<file path="config.mk">
export PLATFORM = sky130hd
export DESIGN_NAME = multi_project_mux
export DESIGN_NICKNAME = d
export VERILOG_FILES = /design/src/rtl/mpm_pkg.sv /design/src/rtl/mpm_wb_regs.sv /design/src/rtl/multi_project_mux.sv
export SDC_FILE = /design/constraint.sdc
export NUM_CORES = 1
export LEC_CHECK = 0
export ABC_AREA = 1
export BUFFER_PORTS_ARGS = -buffer_cell sky130_fd_sc_hd__buf_4
export CORE_AREA = 2 2 392 394
export DETAILED_ROUTE_END_ITERATION = 16
export DIE_AREA = 0 0 394 396
export GPL_ROUTABILITY_DRIVEN = 0
export PLACE_DENSITY = 0.3
export SLEW_MARGIN = 10
export SYNTH_ARGS = -nofsm -noshare
export SYNTH_HDL_FRONTEND = slang
export SYNTH_SLANG_ARGS = --single-unit
export TNS_END_PERCENT = 100
</file>
<file path="constraint.sdc">
create_clock -name wb_clk_i -period 2.75 [get_ports wb_clk_i]
set_clock_uncertainty 0.05 [all_clocks]
set_input_delay 0.275 -clock wb_clk_i [delete_from_list [all_inputs] [get_ports wb_clk_i]]
set_output_delay 0.275 -clock wb_clk_i [all_outputs]
set_load 0.02 [all_outputs]
</file>
<file path="src/rtl/mpm_pkg.sv">
// Shared types and register map for the multi-project mux.
// The optional strap boot is enabled by defining MPM_STRAP_BOOT_EN.
package mpm_pkg;

   // Sequencer states; encoding is visible in STATUS.STATE
   typedef enum logic [1:0] {
      StIdle   = 2'd0,
      StAssert = 2'd1,
      StHold   = 2'd2,
      StRun    = 2'd3
   } mpm_state_e;

   // Word index (adr[3:2]) of each register in the 16-byte window
   localparam logic [1:0] RegCtrl   = 2'd0;
   localparam logic [1:0] RegStatus = 2'd1;

   localparam int unsigned SelW          = 3;
   localparam int unsigned CtrlEnBit     = 8;
   localparam int unsigned StatErrBit    = 9;
   localparam int unsigned StatBusyBit   = 8;
   localparam int unsigned StatStateLsb  = 4;

   function automatic logic [31:0] pack_ctrl(input logic en, input logic [SelW-1:0] sel);
      logic [31:0] r;
      r = '0;
      r[CtrlEnBit] = en;
      r[SelW-1:0]  = sel;
      return r;
   endfunction

   function automatic logic [31:0] pack_status(input logic err, input mpm_state_e st,
                                               input logic [SelW-1:0] active);
      logic [31:0] r;
      r = '0;
      r[StatErrBit]                 = err;
      r[StatBusyBit]                = (st == StAssert) || (st == StHold);
      r[StatStateLsb +: 2]          = st;
      r[SelW-1:0]                   = active;
      return r;
   endfunction

endpackage

</file>
<file path="src/rtl/mpm_wb_regs.sv">
// Wishbone slave for the multi-project mux: window decode, single-cycle ack,
// CTRL/ERR storage and STATUS readback. With MPM_STRAP_BOOT_EN defined, the
// first cycle after reset loads CTRL from the pad strap.
module mpm_wb_regs
   import mpm_pkg::*;
#(
   parameter int unsigned NumSlots = 4,
   parameter logic [31:0] BaseAddr = 32'h3000_0000
) (
   input  logic             clk_i,
   input  logic             rst_ni,
   input  logic             wbs_stb_i,
   input  logic             wbs_cyc_i,
   input  logic             wbs_we_i,
   input  logic [3:0]       wbs_sel_i,
   input  logic [31:0]      wbs_adr_i,
   input  logic [31:0]      wbs_dat_i,
   output logic             wbs_ack_o,
   output logic [31:0]      wbs_dat_o,
`ifdef MPM_STRAP_BOOT_EN
   input  logic [SelW-1:0]  strap_i,
`endif
   input  mpm_state_e       state_i,
   input  logic [SelW-1:0]  active_i,
   output logic             ctrl_en_o,
   output logic [SelW-1:0]  ctrl_sel_o
);

   logic            ack_q;
   logic [31:0]     rdat_q;
   logic            en_q;
   logic [SelW-1:0] sel_q;
   logic            err_q;

   logic            hit;
   logic            take;
   logic [1:0]      word;
   logic            ctrl_wr;
   logic            sel_bad;
   logic [31:0]     rdata;

   assign hit     = wbs_adr_i[31:4] == BaseAddr[31:4];
   // ~ack_q keeps a held strobe from acking on consecutive cycles
   assign take    = wbs_stb_i & wbs_cyc_i & hit & ~ack_q;
   assign word    = wbs_adr_i[3:2];
   assign ctrl_wr = take & wbs_we_i & (word == RegCtrl) & (wbs_sel_i[0] | wbs_sel_i[1]);
   assign sel_bad = wbs_sel_i[0] & (32'(wbs_dat_i[SelW-1:0]) >= NumSlots);

   // Read mux over the register window
   always_comb begin
      rdata = '0;
      case (word)
         RegCtrl:   rdata = pack_ctrl(en_q, sel_q);
         RegStatus: rdata = pack_status(err_q, state_i, active_i);
         default:   rdata = '0;
      endcase
   end

   // Ack and registered read data
   always_ff @(posedge clk_i or negedge rst_ni) begin
      if (!rst_ni) begin
         ack_q  <= 1'b0;
         rdat_q <= '0;
      end else begin
         ack_q  <= take;
         rdat_q <= (take && !wbs_we_i) ? rdata : '0;
      end
   end

`ifdef MPM_STRAP_BOOT_EN
   logic boot_q;

   // One-cycle flag marking the first cycle after reset release
   always_ff @(posedge clk_i or negedge rst_ni) begin
      if (!rst_ni) boot_q <= 1'b1;
      else         boot_q <= 1'b0;
   end
`endif

   // CTRL and ERR; an out-of-range SEL rejects the whole write
   always_ff @(posedge clk_i or negedge rst_ni) begin
      if (!rst_ni) begin
         en_q  <= 1'b0;
         sel_q <= '0;
         err_q <= 1'b0;
`ifdef MPM_STRAP_BOOT_EN
      end else if (boot_q) begin
         if (32'(strap_i) < NumSlots) begin
            en_q  <= 1'b1;
            sel_q <= strap_i;
         end else begin
            err_q <= 1'b1;
         end
`endif
      end else if (ctrl_wr) begin
         if (sel_bad) begin
            err_q <= 1'b1;
         end else begin
            err_q <= 1'b0;
            if (wbs_sel_i[0]) sel_q <= wbs_dat_i[SelW-1:0];
            if (wbs_sel_i[1]) en_q  <= wbs_dat_i[CtrlEnBit];
         end
      end
   end

   assign wbs_ack_o  = ack_q;
   assign wbs_dat_o  = rdat_q;
   assign ctrl_en_o  = en_q;
   assign ctrl_sel_o = sel_q;

   logic unused_bits;
   assign unused_bits = ^{wbs_adr_i[1:0], wbs_dat_i[31:9], wbs_dat_i[7:3], wbs_sel_i[3:2]};

endmodule

</file>
<file path="src/rtl/multi_project_mux.sv">
// Multi-slot pad/LA/IRQ mux with reset sequencing. One slot owns the pads at
// a time; every switch passes through a tri-stated, reset-held gap.
// Optional strap boot from io_in[2:0]: define MPM_STRAP_BOOT_EN.
module multi_project_mux
   import mpm_pkg::*;
#(
   parameter int unsigned NUM_SLOTS = 4,
   parameter int unsigned IO_PADS   = 38,
   parameter int unsigned LA_BITS   = 64,
   parameter int unsigned RST_HOLD  = 16,
   parameter logic [31:0] BASE_ADDR = 32'h3000_0000
) (
   input  logic                           wb_clk_i,
   input  logic                           wb_rst_ni,
   input  logic                           wbs_stb_i,
   input  logic                           wbs_cyc_i,
   input  logic                           wbs_we_i,
   input  logic [3:0]                     wbs_sel_i,
   input  logic [31:0]                    wbs_adr_i,
   input  logic [31:0]                    wbs_dat_i,
   output logic                           wbs_ack_o,
   output logic [31:0]                    wbs_dat_o,
   input  logic [IO_PADS-1:0]             io_in,
   output logic [IO_PADS-1:0]             io_out,
   output logic [IO_PADS-1:0]             io_oeb,
   output logic [LA_BITS-1:0]             la_data_out,
   output logic [2:0]                     user_irq,
   output logic [NUM_SLOTS*IO_PADS-1:0]   slot_io_in,
   input  logic [NUM_SLOTS*IO_PADS-1:0]   slot_io_out,
   input  logic [NUM_SLOTS*IO_PADS-1:0]   slot_io_oeb,
   input  logic [NUM_SLOTS*LA_BITS-1:0]   slot_la_out,
   input  logic [NUM_SLOTS*3-1:0]         slot_irq,
   output logic [NUM_SLOTS-1:0]           slot_rst_n,
   output logic [NUM_SLOTS-1:0]           slot_clk_en
);

   localparam int unsigned CntW = $clog2(RST_HOLD);
   localparam logic [CntW-1:0] CntLoad = CntW'(RST_HOLD - 1);

   mpm_state_e      state_q;
   logic [SelW-1:0] active_q;
   logic [CntW-1:0] cnt_q;
   logic            ctrl_en;
   logic [SelW-1:0] ctrl_sel;

   mpm_wb_regs #(
      .NumSlots (NUM_SLOTS),
      .BaseAddr (BASE_ADDR)
   ) u_regs (
      .clk_i      (wb_clk_i),
      .rst_ni     (wb_rst_ni),
      .wbs_stb_i  (wbs_stb_i),
      .wbs_cyc_i  (wbs_cyc_i),
      .wbs_we_i   (wbs_we_i),
      .wbs_sel_i  (wbs_sel_i),
      .wbs_adr_i  (wbs_adr_i),
      .wbs_dat_i  (wbs_dat_i),
      .wbs_ack_o  (wbs_ack_o),
      .wbs_dat_o  (wbs_dat_o),
`ifdef MPM_STRAP_BOOT_EN
      .strap_i    (io_in[SelW-1:0]),
`endif
      .state_i    (state_q),
      .active_i   (active_q),
      .ctrl_en_o  (ctrl_en),
      .ctrl_sel_o (ctrl_sel)
   );

   // Reset sequencer; ACTIVE only changes in StAssert, so SEL != ACTIVE
   // identifies a pending slot change in every later state
   always_ff @(posedge wb_clk_i or negedge wb_rst_ni) begin
      if (!wb_rst_ni) begin
         state_q  <= StIdle;
         active_q <= '0;
         cnt_q    <= '0;
      end else begin
         unique case (state_q)
            StIdle: begin
               if (ctrl_en) state_q <= StAssert;
            end
            StAssert: begin
               if (!ctrl_en) begin
                  state_q <= StIdle;
               end else begin
                  active_q <= ctrl_sel;
                  cnt_q    <= CntLoad;
                  state_q  <= StHold;
               end
            end
            StHold: begin
               if (!ctrl_en)                  state_q <= StIdle;
               else if (ctrl_sel != active_q) state_q <= StAssert;
               else if (cnt_q == '0)          state_q <= StRun;
               else                           cnt_q   <= cnt_q - 1'b1;
            end
            StRun: begin
               if (!ctrl_en)                  state_q <= StIdle;
               else if (ctrl_sel != active_q) state_q <= StAssert;
            end
            default: state_q <= StIdle;
         endcase
      end
   end

   // Slot control and pad mux, combinational from registered state/ACTIVE
   always_comb begin
      slot_rst_n  = '0;
      slot_clk_en = '0;
      slot_io_in  = '0;
      io_out      = '0;
      io_oeb      = '1;
      la_data_out = '0;
      user_irq    = '0;
      for (int s = 0; s < NUM_SLOTS; s++) begin
         if (active_q == SelW'(s)) begin
            if (state_q == StHold || state_q == StRun) begin
               slot_clk_en[s]                   = 1'b1;
               slot_io_in[s*IO_PADS +: IO_PADS] = io_in;
            end
            if (state_q == StRun) begin
               slot_rst_n[s] = 1'b1;
               io_out        = slot_io_out[s*IO_PADS +: IO_PADS];
               io_oeb        = slot_io_oeb[s*IO_PADS +: IO_PADS];
               la_data_out   = slot_la_out[s*LA_BITS +: LA_BITS];
               user_irq      = slot_irq[s*3 +: 3];
            end
         end
      end
   end

endmodule

</file>
==> impl_metrics.py <==
metrics = {
    "sta": {
        "final-setup-viol-count": 0,
        "fin_setup_tns_ns": 0,
        "highest_attainable_clock_frequency_mhz": 366,
        "final.min_clock_period_ns": 2.73,
        "grt_setup_unrepaired": "false",
        "layout_worst_path_cycle_share_pct": 99.4,
        "report.final.hold_viol_count": 0,
        "finalMaxSlewViolations": 0,
    },
    "pwr": {
        "power_density_nw_per_um2": 143,
        "cell_internal_pwr_uw": 1450,
        "cellLeakagePower_uw": 0.00801,
        "total_switching_power_uw": 850,
        "power.share.clock_pct": 18.5,
        "combinational_share_of_power_pct": 67.5,
        "vdd_drop_max_mv": 0.163,
        "swShare_pct": 36.9,
        "power_frac_seq_pct": 14.0,
    },
    "global_routing": {
        "grt_max_degree": 54,
        "first_global_vias": 12300,
        "grt_ovf": 0,
        "antenna_violations_before_repair": 56,
        "track_usage_pct": 11.3,
        "grt_first_pass_wirelength_mm": 120,
    },
    "setup_path": {
        "worst-setup-path-type": "reg2out",
        "critPathBufInv": 4,
        "r2r_setup_slack_ns": 1.12,
        "worstSetupStartpoint": "state_q[0]$_DFFE_PN0P_",
        "timing.critical_path.max_delay_family": "buffers and inverters",
        "worst-r2r-cell-count": 9,
        "worst-path-stages": 8,
        "cpPeakStageDelay_ns": 0.43,
        "start_kind": "flip-flop",
        "data_required_time_at_the_worst_endpoint_ns": 2.42,
        "worstPathMaxFanout": 53,
        "timing.critical_path.slowest_stage_cell": "dfrtp_1",
        "worst_path_arrival_time_ns": 2.41,
        "capturing_instance_or_port_of_the_critical_path": "user_irq[0]",
        "crit-reg2reg-launch": "state_q[0]$_DFFE_PN0P_",
        "cp-end-kind": "primary output",
        "critical_path.cell_chain": "ha_2 > inv_4 > nor2_4 > buf_4 > buf_16 > nand2_1 > nand4_1 > buf_6",
        "worstReg2RegEnd": "state_q[0]$_DFFE_PN0P_",
    },
    "detailed_routing": {
        "wire_per_inst_microns": 22.5,
        "drt-total-wl_mm": 95.3,
        "antenna_left": 0,
        "post_drt_via_cell_ratio": 2.92,
        "detailedRoute.firstPassIterationCount": 5,
        "routed-via-count": 12300,
        "drt_iter0_drc": 707,
        "route.detailed.drc": 0,
    },
    "clock_network": {
        "cts_tree": "yes",
        "cts.reportedPaths.clkPinSlew_ns": 0.07,
        "clock_path_buffers": 2,
        "clkSinkCount": 22,
        "worstSkewPairLatency_ns": 0.26,
        "clock_tree.htree_level_count": 1,
        "tritoncts.num_buffers": 3,
        "root_buffer": "clkbuf_16",
    },
    "synth": {
        "synth.cell_area_sq_um": 5920,
        "yosysUniqueCellTypes": 30,
        "netlist_instances": 1246,
        "ys_seq_elements": 22,
        "synth_async_sr_flop_share_pct": 100,
        "ys_warn_count": 0,
        "synth.largest_area_cell": "nand2_1",
        "synth.yosys.seq_area_share_pct": 9.29,
        "synth_top_area_share_pct": 32.5,
        "syn_avg_cell_area_sq_um": 4.75,
        "predominant_post_synthesis_flop_cell": "dfrtp_1",
        "synth.top_cells.by_area": "nand2_1 33%, nor2_1 16%, nand4_1 11%",
        "synth_edf_count": 0,
    },
    "place": {
        "place_hpwl_mm": 84.9,
        "port_buffers": 961,
        "placed_cells_incl_taps": 4212,
    },
    "floorplan": {
        "start_util_pct": 3.91,
        "die_w_microns": 394,
        "floorplan.core_area_sq_um": 152000,
        "io_pins": 1019,
        "std_cell_rows": 143,
        "fp.dieH_microns": 396,
        "fp.dieArea_sq_um": 156000,
    },
    "layout": {
        "drive_gt1_share_pct": 48.2,
        "mostFrequentLayoutCell": "buf_4",
        "mostFrequentLayoutCells": "1001 x buf_4, 513 x nand2_1, 258 x nor2_1",
        "fin_nets": 2886,
        "finalNonFillerCells": 4231,
        "postLayoutCoreUtil_pct": 10.7,
        "area_delta_synth_final_pct": 173,
    },
    "hold_path": {
        "min_path_type": "in2reg",
        "holdPathStages": 3,
    },
    "outcome": {
        "outcome": "finished clean",
    },
    "job": {
        "drv.max_cap_violation_count": 0,
    },
}
-- metal layers --
metal	share of wire (%)	track usage [%]	vias up
met1	38	13.1	5791
li1	-	-	5774
met5	0.11	0	-
met3	7.0	2.50	121
met2	53	22.0	644
met4	1.0	0.575	16
-- state kept, by name, indices dropped and copies added (netlist names) --
name and cells:
state_q 2, u_regs.wbs_ack_o 1, cnt_q 4, u_regs.ctrl_sel_o 3, u_regs.wbs_dat_o 7, u_regs.err_q 1
active_q 3, u_regs.ctrl_en_o 1
-- worst register-to-register path: stages, from the launching register on --
cell	delay (ns)
dfrtp_1	0.43
inv_1	0.15
ha_1	0.19
buf_4	0.14
nand2_1	0.07
inv_1	0.06
nand4_1	0.20
nand2_1	0.17
nand2_1	0.07
nand2_1	0.06
-- worst min-delay path by stage --
stage,end,start,slack (ns)
after floorplan,active_q[0]$_DFFE_PN0P_,wb_rst_ni,-0.07
after global placement,u_regs.wbs_dat_o[2]$_DFF_PN0_,wb_rst_ni,0.15
after detailed placement,u_regs.wbs_ack_o$_DFF_PN0_,wb_rst_ni,0.15
after CTS,u_regs.ctrl_sel_o[0]$_DFFE_PN0P_,wbs_dat_i[0],0.20
after global routing,u_regs.ctrl_sel_o[0]$_DFFE_PN0P_,wbs_dat_i[0],0.21
final,u_regs.ctrl_sel_o[0]$_DFFE_PN0P_,wbs_dat_i[0],0.20
-- final cells by class --
type                    count  area, sq um
fillers                 18000       135000
repair buffers           1028         8060
multi-input cells        1029         4440
well taps                2030         2540
flip-flops and latches     22          552
inverters                 114          438
clock buffers               3         75.1
clock inverters             1         30.0
diodes                      4         10.0
-- cell families after synthesis --
kind of cell    after synthesis  share of synthesized area, %
compound gates               90                          8.47
simple gates                908                          63.6
buf+inv                     219                          17.4
other cells                   1                        0.0633
fa+ha+maj                     5                          1.06
xor+xnor                      1                         0.148
flops                        22                          9.29
-- cells in the mapped netlist (2+ instances only) --
cell,count
or2_2,2
nor3_1,4
nor2_1,259
o22ai_1,41
buf_1,3
and3b_1,2
ha_1,5
inv_2,13
dfrtp_1,22
clkbuf_1,23
nand2_1,513
buf_6,5
o21ai_0,21
nand4_1,107
nor2_4,4
o21ai_1,25
inv_1,101
buf_4,31
buf_2,43
a21oi_1,3
nand2_2,2
nand3_1,9
-- metrics by stage --
stage | worst slack (ns) | hold slack, ns | area (sq um) | total power (uW)
finish | 0.0170 | 0.205 | 16100 | 2300
global route | 0.00195 | 0.214 | 16100 | 2440
CTS | 0.00408 | 0.203 | 16100 | 2350
detailed placement | 0.132 | 0.152 | 15800 | 1910
global placement | 0.188 | 0.154 | 15800 | 1920
floorplan | 0.553 | -0.0706 | 6010 | 734
-- power by group through the flow --
| stage | registers, uW | logic (uW) | clock network [uW] |
|---|---|---|---|
| after CTS | 323 | 1590 | 438 |
| final | 323 | 1550 | 426 |
| after detailed placement | 330 | 1580 | 0 |
| after floorplan | 330 | 405 | 0 |
| after global placement | 330 | 1590 | 0 |
| after global routing | 323 | 1660 | 456 |
-- timing repair --
item,CTS,global route
buffers inserted,4,2
resized for setup,7,6
hold buffers,1,0
setup endpoints to repair,14,12
gates cloned,2,2
hold endpoints to repair,22,0
pin swaps,3,3
Power figures use the tool's default switching activity.
